<file path="src/rtl/counter_pkg.sv">
// Shared constants for the parametrised mode counter. The RTL, the checker and
// the scoreboard all import this package so that every party agrees on the
// mode encoding.
package counter_pkg;

    localparam logic [1:0] MODE_UP  = 2'b00;  // count up by 1
    localparam logic [1:0] MODE_DN  = 2'b01;  // count down by 1
    localparam logic [1:0] MODE_DNS = 2'b10;  // count down by STEP
    localparam logic [1:0] MODE_LD  = 2'b11;  // parallel load of D

    // True for the modes that advance the count (everything except load).
    function automatic logic is_count_mode(input logic [1:0] mode);
        return (mode != MODE_LD);
    endfunction

endpackage

</file>
<file path="src/rtl/counter_next_calc.sv">
// Combinational next-state logic for counter_gen: computes the next count,
// the ripple-carry and load-acknowledge values to be registered, and the
// unregistered lookahead carry used to chain instances.
module counter_next_calc
    import counter_pkg::*;
#(
    parameter int WIDTH    = 32,
    parameter int STEP     = 3,
    parameter int SATURATE = 0
) (
    input  logic [WIDTH-1:0] q,
    input  logic [1:0]       mode,
    input  logic [WIDTH-1:0] d,
    input  logic             adv,
    input  logic             enable,
    output logic [WIDTH-1:0] q_next,
    output logic             rco_next,
    output logic             load_next,
    output logic             cout
);

    localparam logic [WIDTH-1:0] MAX    = {WIDTH{1'b1}};
    localparam logic [WIDTH-1:0] ZERO   = '0;
    localparam logic [WIDTH-1:0] ONE    = WIDTH'(1);
    localparam logic [WIDTH:0]   STEP_X = (WIDTH + 1)'(STEP);
    localparam bit               SAT    = (SATURATE != 0);

    // One extra bit on the step subtraction: its MSB is the borrow, which
    // marks the Q < STEP case without a separate magnitude comparator.
    logic [WIDTH:0] dns_diff;
    logic           at_max;
    logic           at_zero;
    logic           below_step;
    logic           boundary;

    assign dns_diff   = {1'b0, q} - STEP_X;
    assign at_max     = (q == MAX);
    assign at_zero    = (q == ZERO);
    assign below_step = dns_diff[WIDTH];

    // Select the boundary condition relevant to the current counting mode.
    always_comb begin
        boundary = 1'b0;
        case (mode)
            MODE_UP:  boundary = at_max;
            MODE_DN:  boundary = at_zero;
            MODE_DNS: boundary = below_step;
            default:  boundary = 1'b0;
        endcase
    end

    // Lookahead carry: the next edge will wrap or clamp this stage.
    assign cout = adv & is_count_mode(mode) & boundary;

    // Next count, rco and load; load wins over counting and ignores cin.
    always_comb begin
        q_next    = q;
        rco_next  = 1'b0;
        load_next = 1'b0;
        if (enable && (mode == MODE_LD)) begin
            q_next    = d;
            load_next = 1'b1;
        end else if (adv) begin
            case (mode)
                MODE_UP: begin
                    if (at_max) begin
                        q_next   = SAT ? MAX : ZERO;
                        rco_next = 1'b1;
                    end else begin
                        q_next = q + ONE;
                    end
                end
                MODE_DN: begin
                    if (at_zero) begin
                        q_next   = SAT ? ZERO : MAX;
                        rco_next = 1'b1;
                    end else begin
                        q_next = q - ONE;
                    end
                end
                MODE_DNS: begin
                    if (below_step) begin
                        q_next   = SAT ? ZERO : dns_diff[WIDTH-1:0];
                        rco_next = 1'b1;
                    end else begin
                        q_next = dns_diff[WIDTH-1:0];
                    end
                end
                default: q_next = q;
            endcase
        end
    end

endmodule

</file>
<file path="src/rtl/counter_gen.sv">
// Parametrised up/down/down-by-STEP/load counter with wrap or saturate
// behaviour, cascade carry-in and lookahead carry-out. This level holds only
// the registers and the reset mux; all arithmetic lives in counter_next_calc.
module counter_gen
    import counter_pkg::*;
#(
    parameter int WIDTH    = 32,
    parameter int STEP     = 3,
    parameter int SATURATE = 0
) (
    input  logic             clk,
    input  logic             reset,
    input  logic             enable,
    input  logic             cin,
    input  logic [1:0]       mode,
    input  logic [WIDTH-1:0] D,
    output logic [WIDTH-1:0] Q,
    output logic             rco,
    output logic             load,
    output logic             cout
);

    logic             adv;
    logic [WIDTH-1:0] q_next;
    logic             rco_next;
    logic             load_next;
    logic             cout_calc;

    // A stage only advances when enabled and the lower stage carries in.
    assign adv = enable & cin;

    counter_next_calc #(
        .WIDTH    (WIDTH),
        .STEP     (STEP),
        .SATURATE (SATURATE)
    ) u_next (
        .q         (Q),
        .mode      (mode),
        .d         (D),
        .adv       (adv),
        .enable    (enable),
        .q_next    (q_next),
        .rco_next  (rco_next),
        .load_next (load_next),
        .cout      (cout_calc)
    );

    // Reset forces the lookahead carry low so an upper stage cannot move.
    assign cout = cout_calc & ~reset;

    // Register the count and the one-cycle rco/load pulses; reset dominates.
    always_ff @(posedge clk) begin
        if (reset) begin
            Q    <= '0;
            rco  <= 1'b0;
            load <= 1'b0;
        end else begin
            Q    <= q_next;
            rco  <= rco_next;
            load <= load_next;
        end
    end

endmodule

</file>
<file path="config.mk">
export PLATFORM = sky130hd
export DESIGN_NAME = counter_gen
export DESIGN_NICKNAME = d
export VERILOG_FILES = /design/src/rtl/counter_pkg.sv /design/src/rtl/counter_next_calc.sv /design/src/rtl/counter_gen.sv
export SDC_FILE = /design/constraint.sdc
export NUM_CORES = 1
export LEC_CHECK = 0
export ABC_AREA = 1
export CAP_MARGIN = 20
export CORE_UTILIZATION = 56
export DETAILED_ROUTE_END_ITERATION = 6
export HOLD_SLACK_MARGIN = 0.06
export PLACE_DENSITY = 0.83
export SLEW_MARGIN = 20
export SYNTH_ARGS = -nofsm -noshare
export SYNTH_HDL_FRONTEND = slang
export SYNTH_SLANG_ARGS = --single-unit
export TNS_END_PERCENT = 100
</file>
<file path="constraint.sdc">
create_clock -name clk -period 2.25 [get_ports clk]
set_input_delay 0.3375 -clock clk [delete_from_list [all_inputs] [get_ports clk]]
set_output_delay 0.3375 -clock clk [all_outputs]
set_load 0.02 [all_outputs]
</file>
# Yosys cells after proc, flatten, opt, wreduce, memory -nomap -nowiden
# Index checks and enable logic that the tools add are counted.
# totals
register_bits,34
inputBits,38
out_inout_bits,35
word_cells,35
# classes
add_sub_neg,3
eq_ne,5
mux,11
bitwise_logic,6
n_reduce_logical,7
# op_table
operator,n
$mux 32,4
$pmux 32 s3,1
$sub 32x2->33 const B,1
$add 32x1->32 const B,1
$eq 32x32->1 const B,1
$logic_not 32->1,1
$sub 32x1->32 const B,1
$pmux 1 s3,2
$and 1x1->1,4
$eq 2x2->1 const B,2
$mux 1,4
$reduce_bool 4->1,1
$reduce_or 3->1,1
$eq 2x1->1 const B,1
$logic_not 2->1,1
$ne 2x2->1 const B,1
$not 1->1,2
$reduce_and 2->1,1
$reduce_bool 2->1,1
$logic_and 1x1->1,1

# Logic depth before layout (Yosys ltp)
# Gate-level depths: netlist (run 1).
# depth
ltp_word,5
depth_mapped,14
ltp_nobuf,14

# Hierarchy
# A second synthesis (run 1) with hierarchy kept.
# unflattened
cells_unflattened,903
area_unflattened_um2,4636.9
# by_module_without_submodules
mod,instances,cells_each,area_each_um2,seq_area_each_um2
counter_next_calc,1,793,3636.0,0.0
counter_gen,1,110,1001.0,680.7

# Worst setup path after synthesis (run 1)
# No wires, ideal clock.
# synth_path
path_type,register -> output
startpoint,register Q[1]
endpoint,output cout
t_arrival_ps,1991
t_required_ps,1913
slack_ps,-79
path_stages_with_launch,10
path_buffers,0
path_cell_list,dfxtp_1 -> ha_1 -> nand2_1 -> nor3_4 -> nand4_2 -> nor2_2 -> nand2_1 -> nor2_2 -> nand3b_1 -> a21oi_1
# synth_between
elab_chain_len,4
elab_cells_between_ends,6
cone_classes,1 x add/sub; 1 x eq/ne; 1 x mux; 2 x bitwise; 1 x reduce/logical
# synth_rtl
element,line,source
start: declaration,counter_gen.sv:17,"output logic [WIDTH-1:0] Q,"
start signal: assignment,counter_gen.sv:58,Q <= q_next;
"$sub 32x2->33, or another cell as far along",counter_next_calc.sv:36,"assign dns_diff = {1'b0, q} - STEP_X;"
$pmux 1 s3 *,counter_next_calc.sv:44,case (mode)
$and 1x1->1 *,counter_next_calc.sv:53,assign cout = adv & is_count_mode(mode) & boundary;
$and 1x1->1 *,counter_gen.sv:49,assign cout = cout_calc & ~reset;
end: declaration,counter_gen.sv:20,output logic cout
# Mark *: on every way between the ends. The rest lies on a longest branch, timed or not.

# Final worst setup path (run 1)
# layout_path
startpoint,input mode[1]
endpoint,register Q[24]
# layout_between
elab_chain_len,4
elab_cells_between_ends,11
cone_classes,3 x eq/ne; 3 x mux; 5 x reduce/logical
# layout_rtl
element,line,source
start: declaration,counter_gen.sv:15,"input logic [1:0] mode,"
"$eq 2x2->1, or another cell as far along",counter_next_calc.sv:64,case (mode)
$pmux 32 s3 / $logic_and 1x1->1 (equally long branches),"counter_next_calc.sv:64, counter_next_calc.sv:60",
"$mux 32, or another cell as far along",counter_next_calc.sv:63,end else if (adv) begin
$mux 32 / $reduce_and 2->1 (equally long branches),-,
# Several ways; a longest one is shown, not always the timed one. The select of a mux whose other input is x is not followed.
# A chain may end at the register's enable or synchronous reset.

==> summary.md, run 1 <==
| Metric | Value |
|---|---|
| Final Cycle Share | 106% |
| Core ar. | 7810 sq um |
| Worst Reg2Reg Path Length in Cells | 14 |
| Residual DRC count | 62 |
| CP max FO | 23 |
| Die X | 92.1 microns |
| Violations in the final reports | DRC, setup timing |
| Slew Limit Fails | 0 |
| GRT Residual Overflow | 0 |
| Syn. warnings | 0 |
| Gpl congestion | 1.08 |
| Asr flop ratio synth | 0% |
| Cell taking the most area after synthesis | nand2_1 |
| Max IR drop VDD | 331 uV |
| Critical path launch point type | input port |
| Tmin final | 2.38 ns |
| Worst slew pin tran | 0.463 ns |
| Worst-Skew Late Latency | 0.31 ns |
| Sw power | 1430 uW |
| Min-delay worst type | reg2reg |
| CTS clk-pin slew, worst paths | 0.09 ns |
| CTS tree | done |
| Power, Total | 2960 uW |
| Global Route Usage Sum | 48.6% |
| Crit path top cell by count | inv_1 |
| Syn_area_per_cell | 5.22 sq um |
| Outcome | finished, violations left |
| First-pass GRT wire length | 32.5 mm |
| Slowest-stage cell, CP | clkdlybuf4s50_1 |
| Final WL | 21.3 mm |
| Internal power | 1530 uW |
| CP Class | in2reg |
| Initial antenna violation count | 0 |
| CP endpoint kind | register |
| Part of the power in registers | 23.8% |
| Antenna Cells | 0 |
| Post-synth top flop | dfxtp_1 |
| Crit path from | mode[1] |
| Sequential share of the synthesized area | 15.0% |
| Worst path top cell family by delay | buffers and inverters |
| Half-perimeter wire length after detailed placement | 14.6 mm |
| Syn_nets | 915 |
| Slew Limit Headroom | 69.1% |
| Die Span Y | 92.1 microns |
| WL/cell | 19.0 microns |
| Io pins | 73 |
| Synth top area cells | nand2_1, dfxtp_1, nand3_1 |
| Worst Setup EP | Q[24] |
| Largest net degree at the start of global routing | 27 |
| R2r setup slk | -0.12 ns |
| Share of cells above drive strength 1 | 18.2% |
| PortBufs | 72 |
| Synth cell types | 39 |
| Worst endpoint data arrival time | 2.59 ns |
| CTS HTree Levels | 2 |
| Synth Cell Area | 4550 sq um |
| CP peak stage delay | 0.52 ns |
| DR iter-0 viols | 1317 |
| WP buf/inv | 6 |
| CTS root buf | clkbuf_8 |
| Initial Util | 58.3% |
| Number of synthesized flops with an enable pin | 0 |
| Crit path cell chain | clkdlybuf4s50_1, inv_1, ha_1, buf_6, inv_1, buf_4, a21oi_1, a211oi_1, o21bai_1, nand2_1, nand3_2, nand2_1, inv_1 |
| Clock Sinks | 34 |
| Utilization after layout | 81.3% |
| Fmax | 420 MHz |
| Vias per Instance | 6.47 |
| DR pass1 iterations | 7 |
| Max Buffers Root-to-Sink | 2 |
| Clock network fraction of total power | 17.9% |
| Fin Setup TNS | -0.368 ns |
| Syn Inst Count | 871 |
| RR Startpoint | Q[0] |
| Cell Pwr Density | 466 nW/um^2 |
| Worst R2R End | Q[10] |
| Sw Ratio | 48.4% |
| Die ar. | 8490 sq um |
| Setup Viol. Count Final | 3 |
| Combinational share of power | 58.2% |
| Fin nets | 1061 |
| Unrepaired setup endpoints after global routing | true |
| Detailed-route via count | 7250 |
| Required @ worst endpoint | 2.47 ns |
| #FFs+latches synth | 34 |
| Worst Clk Skew | 0.0140 ns |
| Instance count on the critical path | 13 |
| Post-synth top area share | 20.1% |
| Final WS setup | -0.129 ns |
| Final Hold Viols | 0 |
| Number of global-route vias before repair | 6759 |
| Maxcap violations | 0 |
| FP Rows | 32 |
| DRT antenna net count | 0 |
| Area delta synth->final | 39.4% |
| Clock buffer count from CTS | 5 |
| Lkg Pwr | 0.00302 uW |
tightest hold or removal path, stage by stage (launching register included):
cell and delay, ns:
dfxtp_1 0.37, nand2_1 0.08, a21oi_1 0.06
synth_stat cells, types with 3 or more instances:
library cell,count
buf_2,19
nand4_1,18
buf_1,3
nor2_1,116
dfxtp_1,34
xor2_1,19
inv_1,78
o21ai_1,5
ha_1,6
nor2_2,14
o2111ai_1,4
clkbuf_1,22
clkbuf_2,4
nand3_1,122
o21ai_0,69
nor3_1,13
a21oi_1,42
or2_2,4
nand2_1,244
inv_2,6
a211oi_1,3
what timing repair did:
item / in CTS / in global routing
pin swaps: 8 / 9
buffers inserted: 15 / 1
hold buffers: 0 / 0
resized for setup: 22 / 25
cloned: 0 / 0
endpoints found under the setup margin: 1 / 22
cells by family (layout without fill, tap and decap cells):
group / count (synthesis) / in the layout / share of synthesized area, %
AO/OA/AOI/OAI: 134 / 134 / 15.8
AND/OR/NAND/NOR: 542 / 542 / 51.7
flip-flops: 34 / 34 / 15.0
buffers and inverters: 136 / 283 / 12.2
adder cells (fa/ha/maj): 6 / 6 / 1.65
XOR/XNOR: 19 / 19 / 3.66
power by group through the flow:
| stage | clock network, uW | logic [uW] | registers, uW |
|---|---|---|---|
| 2_1_floorplan | 0 | 852 | 753 |
| 3_3_place_gp | 0 | 1510 | 705 |
| 3_5_place_dp | 0 | 1560 | 707 |
| 4_1_cts | 520 | 1580 | 697 |
| 5_1_grt | 560 | 1830 | 707 |
| 6_report | 531 | 1720 | 705 |
per-layer routing:
layer | vias to the layer above | GRT usage, % | wire length, microns
met1 | 3093 | 57.4 | 7100
met3 | 276 | 15.5 | 3410
met5 | - | 0 | 0
met2 | 750 | 76.2 | 8850
met4 | 0 | 29.3 | 1930
li1 | 3131 | - | -
worst min path at each step:
stage | end | startpoint | slack [ns] | cells past startpoint
6_report | Q[28] | Q[28] | 0.56 | 2
5_1_grt | Q[28] | Q[28] | 0.57 | 2
4_1_cts | Q[28] | Q[28] | 0.56 | 2
3_5_place_dp | Q[28] | Q[28] | 0.54 | 2
3_3_place_gp | Q[28] | Q[28] | 0.51 | 2
2_1_floorplan | Q[23] | reset | 0.49 | 3
sequential cells by signal, summed over array words and instances, names as in the netlist:
signal / flops
load: 1
Q: 32
rco: 1
area by class of cell:
class,instances,area (sq um)
multi-input combinational,701,3440
inverter,85,319
clock buffer,6,82.6
timing repair buffer,190,1680
clock inverter,2,12.5
sequential,34,684
tap,102,128
fill,546,1460
cell usage in the layout, fill, tap and decap left out, types with 3 or more instances in the layout:
cell,n
dfxtp_1,31
a21oi_1,40
o2111ai_1,4
xor2_1,19
ha_1,5
inv_2,6
nor2_1,107
nand4_1,18
buf_6,7
o21ai_1,6
clkdlybuf4s50_1,71
nand3_1,120
o21ai_0,67
dfxtp_2,3
nor2_2,20
nor3_1,12
nor2_4,3
buf_12,4
or2_2,4
nand2_1,236
clkbuf_8,6
a211oi_1,3
inv_1,78
nand2_2,8
buf_4,108
metrics by stage:
stage	setup WS [ns]	cell area, sq um	hold slack [ns]	cells
after global placement	-0.226	5990	0.513	1097
final	-0.129	6340	0.562	1120
after global routing	-0.396	6340	0.573	1120
after floorplan	0.00796	4550	0.492	871
after CTS	-0.138	6270	0.556	1120
after detailed placement	-0.313	5990	0.544	1097
No activity file was read; power rests on OpenSTA's default activity.
==> run 2: changes to the inputs <==
--- a/config.mk
+++ b/config.mk
@@ -9,7 +9,7 @@
 export CAP_MARGIN = 20
 export CORE_UTILIZATION = 56
 export DETAILED_ROUTE_END_ITERATION = 6
-export HOLD_SLACK_MARGIN = 0.06
+export HOLD_SLACK_MARGIN = 0.08
 export PLACE_DENSITY = 0.83
 export SLEW_MARGIN = 20
 export SYNTH_ARGS = -nofsm -noshare
==> results of run 2 <==
The final DEF is identical to that of run 1; final timing and power are the same.
==> run 3: changes to the inputs <==
--- a/config.mk
+++ b/config.mk
@@ -7,10 +7,9 @@
 export LEC_CHECK = 0
 export ABC_AREA = 1
 export CAP_MARGIN = 20
-export CORE_UTILIZATION = 56
+export CORE_UTILIZATION = 31
 export DETAILED_ROUTE_END_ITERATION = 6
 export HOLD_SLACK_MARGIN = 0.08
-export PLACE_DENSITY = 0.83
 export SLEW_MARGIN = 20
 export SYNTH_ARGS = -nofsm -noshare
 export SYNTH_HDL_FRONTEND = slang
==> run 3 against run 2 <==
- the flow still finishes with violations (DRC, setup timing)
- non-clock buffer count is 4 higher
- maximum frequency increased by 3.8%
- utilization shrank 35 points
- sequential power fell by 0.6%
- final area is 2.2% higher
- critical path depth fell by 3
- sequential cell count did not move
- critical endpoint is now cout
- largest cell class unchanged
==> summary.md, run 3 (synthesis results as in run 1) <==
| Metric | Value |
|---|---|
| CTS clk-pin slew, worst paths | 0.06 ns |
| Clock Sinks | 34 |
| Worst Reg2Reg Path Length in Cells | 17 |
| Worst R2R End | Q[20] |
| Utilization after layout | 46.0% |
| Slew Limit Headroom | 72.8% |
| Lkg Pwr | 0.00304 uW |
| Final WL | 19.9 mm |
| Cells on Worst Hold Path | 3 |
| R2r setup slk | 0.10 ns |
| Io pins | 73 |
| GRT Max-Usage Layer | met2 |
| Worst-Skew Late Latency | 0.30 ns |
| Max IR drop VDD | 276 uV |
| Hold Path Origin | D[16] |
| Crit path top cell by count | nor2_4 |
| M3 GR Usage | 5.44% |
| Fin Setup TNS | -0.0422 ns |
| Critical path launch point type | register |
| Internal power | 1690 uW |
| Fin nets | 1065 |
| Die X | 123 microns |
| Antenna Cells | 0 |
| CTS tree | done |
| Final WS setup | -0.0422 ns |
| Core ar. | 14100 sq um |
| Inst Count DP | 1180 |
| Min-delay worst type | in2reg |
| RR Startpoint | Q[1] |
| Residual DRC count | 2 |
| Commonest cells after routing, fill and taps aside | nand2_1, nand3_1, nor2_1 |
| Largest net degree at the start of global routing | 29 |
| CTS HTree Levels | 2 |
| Global Route Usage Sum | 27.0% |
| Violations in the final reports | DRC, setup timing |
| Share of cells above drive strength 1 | 17.5% |
| CP peak stage delay | 0.36 ns |
| Cell Pwr Density | 469 nW/um^2 |
| Slowest-stage cell, CP | dfxtp_2 |
| First-pass GRT wire length | 31.1 mm |
| Largest Register | Q |
| Worst Clk Skew | 0.0105 ns |
| GRT Residual Overflow | 0 |
| Final Cycle Share | 102% |
| Half-perimeter wire length after detailed placement | 15.2 mm |
| Grt met1 use | 35.7% |
| Unrepaired setup endpoints after global routing | true |
| Sw power | 1350 uW |
| Vias per Instance | 5.31 |
| Die Span Y | 123 microns |
| Worst endpoint data arrival time | 1.95 ns |
| Final std cells w/o fill | 1201 |
| Slew Limit Fails | 0 |
| CP endpoint kind | output port |
| Worst slew pin tran | 0.405 ns |
| Worst path top cell family by delay | simple AND/OR/NAND/NOR gates |
| DR pass1 iterations | 7 |
| Commonest non-fill, non-tap cell in the layout | nand2_1 |
| CP max FO | 3 |
| Initial antenna violation count | 0 |
| Initial Util | 32.3% |
| Area delta synth->final | 42.5% |
| Required @ worst endpoint | 1.91 ns |
| CTS root buf | clkbuf_16 |
| Hold Path Sink | Q[16] |
| Largest regs | Q: 32 flops, load: 1 flops, rco: 1 flops |
| Final Hold Viols | 0 |
| PortBufs | 72 |
| WP buf/inv | 1 |
| Setup Viol. Count Final | 1 |
| Combinational share of power | 54.0% |
| Gpl congestion | 0.954 |
| Detailed-route via count | 6380 |
| Max FFs per register | 32 |
| Die ar. | 15200 sq um |
| Grt met2 use | 42.1% |
| Tmin final | 2.29 ns |
| Crit path cell chain | ha_4, nand2_4, nor3_4, nand4_4, nor2_4, nand2_2, nor2_4, nand3b_1, a21oi_2, buf_6 |
| DR iter-0 viols | 519 |
| Clock buffer count from CTS | 5 |
| CP Class | reg2out |
| DRT antenna net count | 0 |
| FP Rows | 43 |
| Clock network fraction of total power | 23.0% |
| Part of the power in registers | 23.1% |
| WL/cell | 16.5 microns |
| Outcome | finished, violations left |
| Fmax | 436 MHz |
| Sw Ratio | 44.4% |
| Number of global-route vias before repair | 5775 |
| Max Buffers Root-to-Sink | 2 |
| Maxcap violations | 0 |
[run 3: changes by cell type in the layout (fill, tap and decap cells not counted), sizes merged]
cell      previous run  this run
buf                119       123
clkbuf               6         7
clkinv               2         1
clkinvlp             1         0
[run 3: metrics by stage]
step	power, uW	setup slack [ns]	instance area (sq um)	hold WS [ns]
detailed placement	2280	-0.325	6100	0.618
finish	3040	-0.0422	6480	0.618
global placement	2270	-0.226	6100	0.610
floorplan	1610	0.00796	4550	0.492
CTS	2990	-0.213	6400	0.621
global route	3240	-0.123	6480	0.634
[run 3: worst max-delay path by stage]
| stage | start | to | cells after the start |
|---|---|---|---|
| global route | Q[1] | cout | 10 |
| floorplan | Q[1] | cout | 9 |
| CTS | Q[1] | cout | 10 |
| global placement | mode[0] | cout | 8 |
| detailed placement | Q[1] | cout | 10 |
| finish | Q[1] | cout | 10 |
[run 3: layout make-up]
type,instances,area (sq um)
Clock buffer,7,133
Fill cell,1533,7610
Inverter,85,319
Multi-Input combinational cell,701,3430
Tap cell,180,225
Sequential cell,34,683
Timing Repair Buffer,194,1700
[run 3: power by group through the flow]
stage / logic [uW] / registers (uW) / clock network (uW)
2_1_floorplan: 852 / 753 / 0
3_3_place_gp: 1570 / 707 / 0
3_5_place_dp: 1570 / 708 / 0
4_1_cts: 1580 / 699 / 711
5_1_grt: 1800 / 704 / 738
6_report: 1640 / 701 / 699
[run 3: tightest hold or removal path: cells and delay by family]
| kind | cells | cell delay [ns] |
|---|---|---|
| buf+inv | 1 | 0.40 |
| simple gates | 1 | 0.07 |
| compound gates | 1 | 0.07 |
[run 3: timing repair]
action,CTS,global route
endpoints found under the setup margin,1,14
buffers inserted,13,3
cloned,0,0
hold buffers,0,0
gates resized for setup,22,22
pin swaps,10,12
[run 3: routing by layer]
layer	vias to the layer above	wire length (microns)
li1	3146	-
met1	2845	8630
met2	339	8600
met3	50	1860
met4	0	764
met5	-	0
